[config.mk]
export PLATFORM = sky130hd
export DESIGN_NAME = snes_vector_hook
export DESIGN_NICKNAME = d
export VERILOG_FILES = /design/src/rtl/snes_vector_hook.sv
export SDC_FILE = /design/constraint.sdc
export NUM_CORES = 1
export LEC_CHECK = 0
export CORE_MARGIN = 3
export CORE_UTILIZATION = 60
export DETAILED_ROUTE_END_ITERATION = 12
export GPL_ROUTABILITY_DRIVEN = 0
export HOLD_SLACK_MARGIN = 0.05
export PLACE_DENSITY = 0.76
export SYNTH_ARGS = -nofsm -noshare
export SYNTH_HDL_FRONTEND = slang
export SYNTH_SLANG_ARGS = --single-unit
[constraint.sdc]
create_clock -name clk -period 6.1 [get_ports clk]
set_clock_uncertainty 0.2 [all_clocks]
set_input_delay 1.525 -clock clk [delete_from_list [all_inputs] [get_ports clk]]
set_output_delay 1.525 -clock clk [all_outputs]
set_load 0.01 [all_outputs]
[src/rtl/snes_vector_hook.sv]
// SNES B-bus vector hook: overrides boot-ROM vector fetches from a small programmable table.
// Optional HOOK_REARM_EN: writing A5 to the pointer port re-enables every entry with a nonzero MATCH.
module snes_vector_hook #(
  parameter int         NUM_VEC  = 4,
  parameter logic [7:0] CFG_ADDR = 8'hF8,
  parameter logic [7:0] PTR_ADDR = 8'hF9,
  parameter logic [7:0] WIN_LO   = 8'h84
) (
  input  logic       clk,
  input  logic       rst,
  input  logic [7:0] addr,
  input  logic [7:0] data_in,
  input  logic       PARD_n,
  input  logic       PAWR_n,
  input  logic       bus_latch,
  output logic [7:0] data_out,
  output logic       data_oe,
  output logic       ROM_oe_n,
  output logic       hook_busy
);
  localparam int         DEPTH  = NUM_VEC * 4;
  localparam int         PW     = $clog2(DEPTH);
  localparam int         CW     = (NUM_VEC > 1) ? $clog2(NUM_VEC) : 1;
  localparam logic [7:0] DEPTH8 = 8'(DEPTH);

  typedef enum logic [1:0] {ARMED, LO, HI, DONE} state_t;

  // Per entry: [0] MATCH, [1] TGT_LO, [2] TGT_HI, [3] FLAGS {EN=bit0, ONESHOT=bit1}
  logic [NUM_VEC-1:0][3:0][7:0] tbl;
  logic [PW-1:0]                ptr, ptr_inc;
  logic [CW-1:0]                ent_ptr, cur, hit_idx;
  logic [NUM_VEC-1:0]           ent_hit;
  logic                         hit;
  state_t                       state, state_nx;
  logic                         wr_cfg, wr_ptr, rearm;
  logic [7:0]                   m, m1;
  logic                         ovr_lo, ovr_hi, rd_cfg, rd_ptr;

  assign wr_cfg  = bus_latch & ~PAWR_n & (addr == CFG_ADDR);
  assign wr_ptr  = bus_latch & ~PAWR_n & (addr == PTR_ADDR);
`ifdef HOOK_REARM_EN
  assign rearm   = wr_ptr & (data_in == 8'hA5);
`else
  assign rearm   = 1'b0;
`endif
  assign ent_ptr = CW'(ptr >> 2);
  assign ptr_inc = (ptr == PW'(DEPTH - 1)) ? '0 : ptr + PW'(1);

  genvar g;
  generate
    for (g = 0; g < NUM_VEC; g++) begin : g_match
      assign ent_hit[g] = tbl[g][3][0] & (addr == tbl[g][0]);
    end
  endgenerate

  // Descending scan so the lowest matching index is the one left standing
  always_comb begin
    hit     = 1'b0;
    hit_idx = '0;
    for (int i = NUM_VEC - 1; i >= 0; i--) begin
      if (ent_hit[i]) begin
        hit     = 1'b1;
        hit_idx = CW'(i);
      end
    end
  end

  assign m  = tbl[cur][0];
  assign m1 = m + 8'd1;

  always_comb begin
    state_nx = state;
    case (state)
      ARMED: if (bus_latch && hit) state_nx = LO;
      LO: if (bus_latch) begin
        if (addr == m1)     state_nx = HI;
        else if (addr != m) state_nx = ARMED;
      end
      HI:    if (bus_latch && addr != m1) state_nx = DONE;
      DONE:  state_nx = ARMED;
      default: state_nx = ARMED;
    endcase
  end

  always_ff @(posedge clk or posedge rst) begin
    if (rst) begin
      state <= ARMED;
      cur   <= '0;
    end else begin
      state <= state_nx;
      if (state == ARMED && bus_latch && hit) cur <= hit_idx;
    end
  end

  // Table and pointer; the config write is placed after the one-shot clear so it wins
  always_ff @(posedge clk or posedge rst) begin
    if (rst) begin
      tbl       <= '0;
      tbl[0][0] <= 8'hFC;
      tbl[0][1] <= 8'h84;
      tbl[0][2] <= 8'h21;
      tbl[0][3] <= 8'h03;
      ptr       <= '0;
    end else begin
      if (state == DONE && tbl[cur][3][1]) tbl[cur][3][0] <= 1'b0;
      if (wr_cfg) begin
        tbl[ent_ptr][ptr[1:0]] <= (ptr[1:0] == 2'd3) ? (data_in & 8'h03) : data_in;
        ptr <= ptr_inc;
      end
      if (rearm) begin
        for (int i = 0; i < NUM_VEC; i++)
          if (tbl[i][0] != 8'h00) tbl[i][3][0] <= 1'b1;
      end else if (wr_ptr) begin
        ptr <= PW'(data_in % DEPTH8);
      end
    end
  end

  assign ovr_lo = (state == LO || state == HI) && (addr == m);
  assign ovr_hi = (state == LO || state == HI) && (addr == m1);
  assign rd_cfg = ~PARD_n & (addr == CFG_ADDR);
  assign rd_ptr = ~PARD_n & (addr == PTR_ADDR);

  always_comb begin
    data_oe  = 1'b0;
    data_out = 8'h00;
    ROM_oe_n = 1'b1;
    if (ovr_lo) begin
      data_oe  = 1'b1;
      data_out = tbl[cur][1];
    end else if (ovr_hi) begin
      data_oe  = 1'b1;
      data_out = tbl[cur][2];
    end else if (rd_cfg) begin
      data_oe  = 1'b1;
      data_out = tbl[ent_ptr][ptr[1:0]];
    end else if (rd_ptr) begin
      data_oe  = 1'b1;
      data_out = 8'(ptr);
    end else if (~PARD_n && addr >= WIN_LO && addr <= 8'hF7) begin
      ROM_oe_n = 1'b0;
    end
  end

  assign hook_busy = (state == LO) || (state == HI);
endmodule

==> results.sh <==
export IMPL_syn_cell_area_sq_um=7840
export IMPL_overflow=0
export IMPL_finalSetupTns_ps=0
export IMPL_synth_avg_cell_area_sq_um=11.4
export IMPL_fin_ws_ps=114
export IMPL_synth_area_leaders="dfrtp_1, mux4_2, mux2_2, nand2_1, o21ai_0"
export IMPL_min_from="tbl[127]$_DFFE_PP0P_"
export IMPL_hold_worst_slack_ps=280
export IMPL_wl_mm=21.0
export IMPL_die_h_um=120
export IMPL_post_route_period_util=0.981
export IMPL_top_layer_used="met4"
export IMPL_synth_edf_count=0
export IMPL_synth_main_ff_cell="dfrtp_1"
export IMPL_maxSlewViolCount=0
export IMPL_synth_fp_nets=715
export IMPL_grt_pass1_wl_mm=33.9
export IMPL_ys_types=57
export IMPL_yosys_register_bits=136
export IMPL_rsz0062_at_grt="no"
export IMPL_final_antenna_net_count=0
export IMPL_cts_resized=0
export IMPL_insertedDiodeCount=0
export IMPL_r2r_start="cur[1]$_DFFE_PP0P_"
export IMPL_worstPathArrival_ps=4260
export IMPL_area_delta_synth_final_pct=14.3
export IMPL_cts_htree_levels=4
export IMPL_first_global_vias=6095
export IMPL_clkTransAtPathRegs_ps=50
export IMPL_io_buffers=31
export IMPL_cts_tree="done"
export IMPL_critPathLaunchType="input port"
export IMPL_finalSetupViolations=0
export IMPL_grt_start_max_net_pins=104
export IMPL_r2r_setup_slack_ps=2700
export IMPL_synth_top_cell_area_share=0.396
export IMPL_post_drt_wl_per_cell_um=23.5
export IMPL_p_per_area_nw_per_um2=257
export IMPL_min_to="tbl[127]$_DFFE_PP0P_"
export IMPL_yosys_warnings=0
export IMPL_placedCellCount=860
export IMPL_rows=41
export IMPL_max_freq_ghz=0.167
export IMPL_crit_chain="clkdlybuf4s50_1, xnor2_1, or3_4, a211oi_4, nand2_4, mux2i_1, a21oi_1, clkdlybuf4s50_1"
export IMPL_crit_type="input port to output pin"
export IMPL_hold_path_class="flop to flop"
export IMPL_final_cells=892
export IMPL_die_area_sq_um=14500
export IMPL_worstMarginPinSlew_ps=901
export IMPL_intPower_mw=1.74
export IMPL_drtIter0Drc=698
export IMPL_netlist_instances=685
export IMPL_chipWidth_um=120
export IMPL_hold_violations=0
export IMPL_pin_count=32
export IMPL_cpPeakStageDelay_ps=600
export IMPL_dr_wl_met2_mm=10.2
export IMPL_cts_buffers=17
export IMPL_cts_root_buf="clkbuf_16"
export IMPL_post_place_ws_ps=134
export IMPL_p_comb_frac=0.107
export IMPL_cts_setup_buffers=0
export IMPL_p_leak_nw=3.75
export IMPL_cp_required_ps=4380
export IMPL_antenna_found_initial=0
export IMPL_relSlewSlack=0.399
export IMPL_cp_top_family="buffers and inverters"
export IMPL_worstHoldPathCells=1
export IMPL_layout_drive_gt1_share=0.247
export IMPL_cts_hold_buf=0
export IMPL_yosys_area_top_type="dfrtp_1"
export IMPL_insertion_delay_ps=440
export IMPL_track_usage=0.312
export IMPL_synth_seq_area_share=0.436
export IMPL_crit_fanout=9
export IMPL_vdd_drop_max_mv=0.352
export IMPL_period_needed_ps=5990
export IMPL_clk_path_buf_depth=2
export IMPL_first_pass_iters=5
export IMPL_fillers=914
export IMPL_switching_share=0.246
export IMPL_reg2regPathDepth=8
export IMPL_via_count=5827
export IMPL_seqPwrFrac=0.408
export IMPL_crit_buf_inv=2
export IMPL_met3_length_mm=1.36
export IMPL_slowest_stage="clkdlybuf4s50_1"
export IMPL_hpwl_mm=14.5
export IMPL_drc=0
export IMPL_nNetsFinal=737
export IMPL_drt_met1_wl_mm=8.66
export IMPL_pwr_share_clk=0.485
export IMPL_start_util=0.616
export IMPL_p_sw_mw=0.567
export IMPL_maxCapViolCount=0
export IMPL_status="completed"
export IMPL_synthArstFlopShare=1.00
export IMPL_cts_sinks=136
export IMPL_critPathMostFrequentCell="clkdlybuf4s50_1"
export IMPL_vias_per_cell=6.53
export IMPL_end_kind="output pin"
export IMPL_core_area_sq_um=12700
==> metal layers <==
| metal | GRT usage | vias up |
|---|---|---|
| li1 | - | 2535 |
| met1 | 0.423 | 2979 |
| met2 | 0.495 | 259 |
| met3 | 0.0674 | 54 |
| met4 | 0.128 | 0 |
| met5 | 0 | - |
==> state kept, by name, indices dropped and copies added, names as in the netlist, named ones only <==
register and count:
tbl 128, ptr 4, cur 2, state 1
==> how the worst max path moves through the flow <==
stage	slack, ps	from	cells past startpoint	to
floorplan	760	rst	1	async pin
global placement	180	addr[4]	8	data_out[4]
detailed placement	130	addr[4]	8	data_out[4]
CTS	90	addr[4]	8	data_out[4]
global route	30	cur[1]$_DFFE_PP0P_	10	data_out[2]
finish	110	addr[6]	8	data_out[2]
==> synth_stat cells (7+ instances only) <==
cell type    n
dfrtp_1    124
nand2_1     98
o21ai_0     66
mux4_2      61
mux2_2      37
xnor2_1     29
clkbuf_1    20
nor2_1      20
nor2b_1     18
buf_2       17
and2_1      16
xor2_1      15
a21oi_1     14
o21ai_1     14
dfstp_2     12
nand3_1     12
inv_1       10
ha_1         9
nand2b_1     9
nand4_1      8
and3_1       7
==> power groups by stage <==
| stage | clock (mW) | combinational, mW | sequential, mW |
|---|---|---|---|
| after floorplan | 0 | 0.173 | 0.937 |
| after global placement | 0 | 0.238 | 0.954 |
| after detailed placement | 0 | 0.242 | 0.955 |
| after CTS | 1.12 | 0.246 | 0.939 |
| after global routing | 1.17 | 0.265 | 0.942 |
| final | 1.12 | 0.247 | 0.940 |
==> final cells by class <==
type	count	area, sq um	share of cell area
clock buffer	22	484	0.0540
inverter	11	46.3	0.00516
sequential	136	3420	0.382
timing repair buffer	48	438	0.0488
multi-input combinational	493	4200	0.468
clock inverter	10	165	0.0184
tap	172	215	0.0240
==> cell usage in the layout (no fill, tap or decap), types with 5 or more instances in the layout <==
master,instances
dfrtp_1,122
nand2_1,98
o21ai_0,66
mux4_2,61
mux2_2,37
clkdlybuf4s50_1,31
xnor2_1,28
nor2_1,19
nor2b_1,18
clkbuf_16,17
buf_4,17
and2_1,16
xor2_1,15
o21ai_1,14
a21oi_1,14
nand3_1,12
dfstp_2,12
inv_1,9
nand2b_1,9
ha_1,9
nand4_1,8
and3_1,7
mux2i_1,6
o22a_1,5
==> kinds of logic (layout without fill, tap and decap cells) <==
| group | count (synthesis) | after routing | synth area share |
|---|---|---|---|
| fa+ha+maj | 9 | 9 | 0.0144 |
| mux | 105 | 105 | 0.239 |
| compound gates | 120 | 120 | 0.0913 |
| simple gates | 215 | 215 | 0.139 |
| flops | 136 | 136 | 0.436 |
| buf+inv | 56 | 91 | 0.0310 |
| xor+xnor | 44 | 44 | 0.0491 |
==> per-stage QoR <==
step	instance area (sq um)	total power, mW	utilization
2_1_floorplan	7840	1.11	-
3_3_place_gp	8300	1.19	0.652
3_5_place_dp	8300	1.20	0.652
4_1_cts	8950	2.31	0.703
5_1_grt	8970	2.38	0.705
6_report	8970	2.31	0.705
Power figures use the tool's default switching activity.
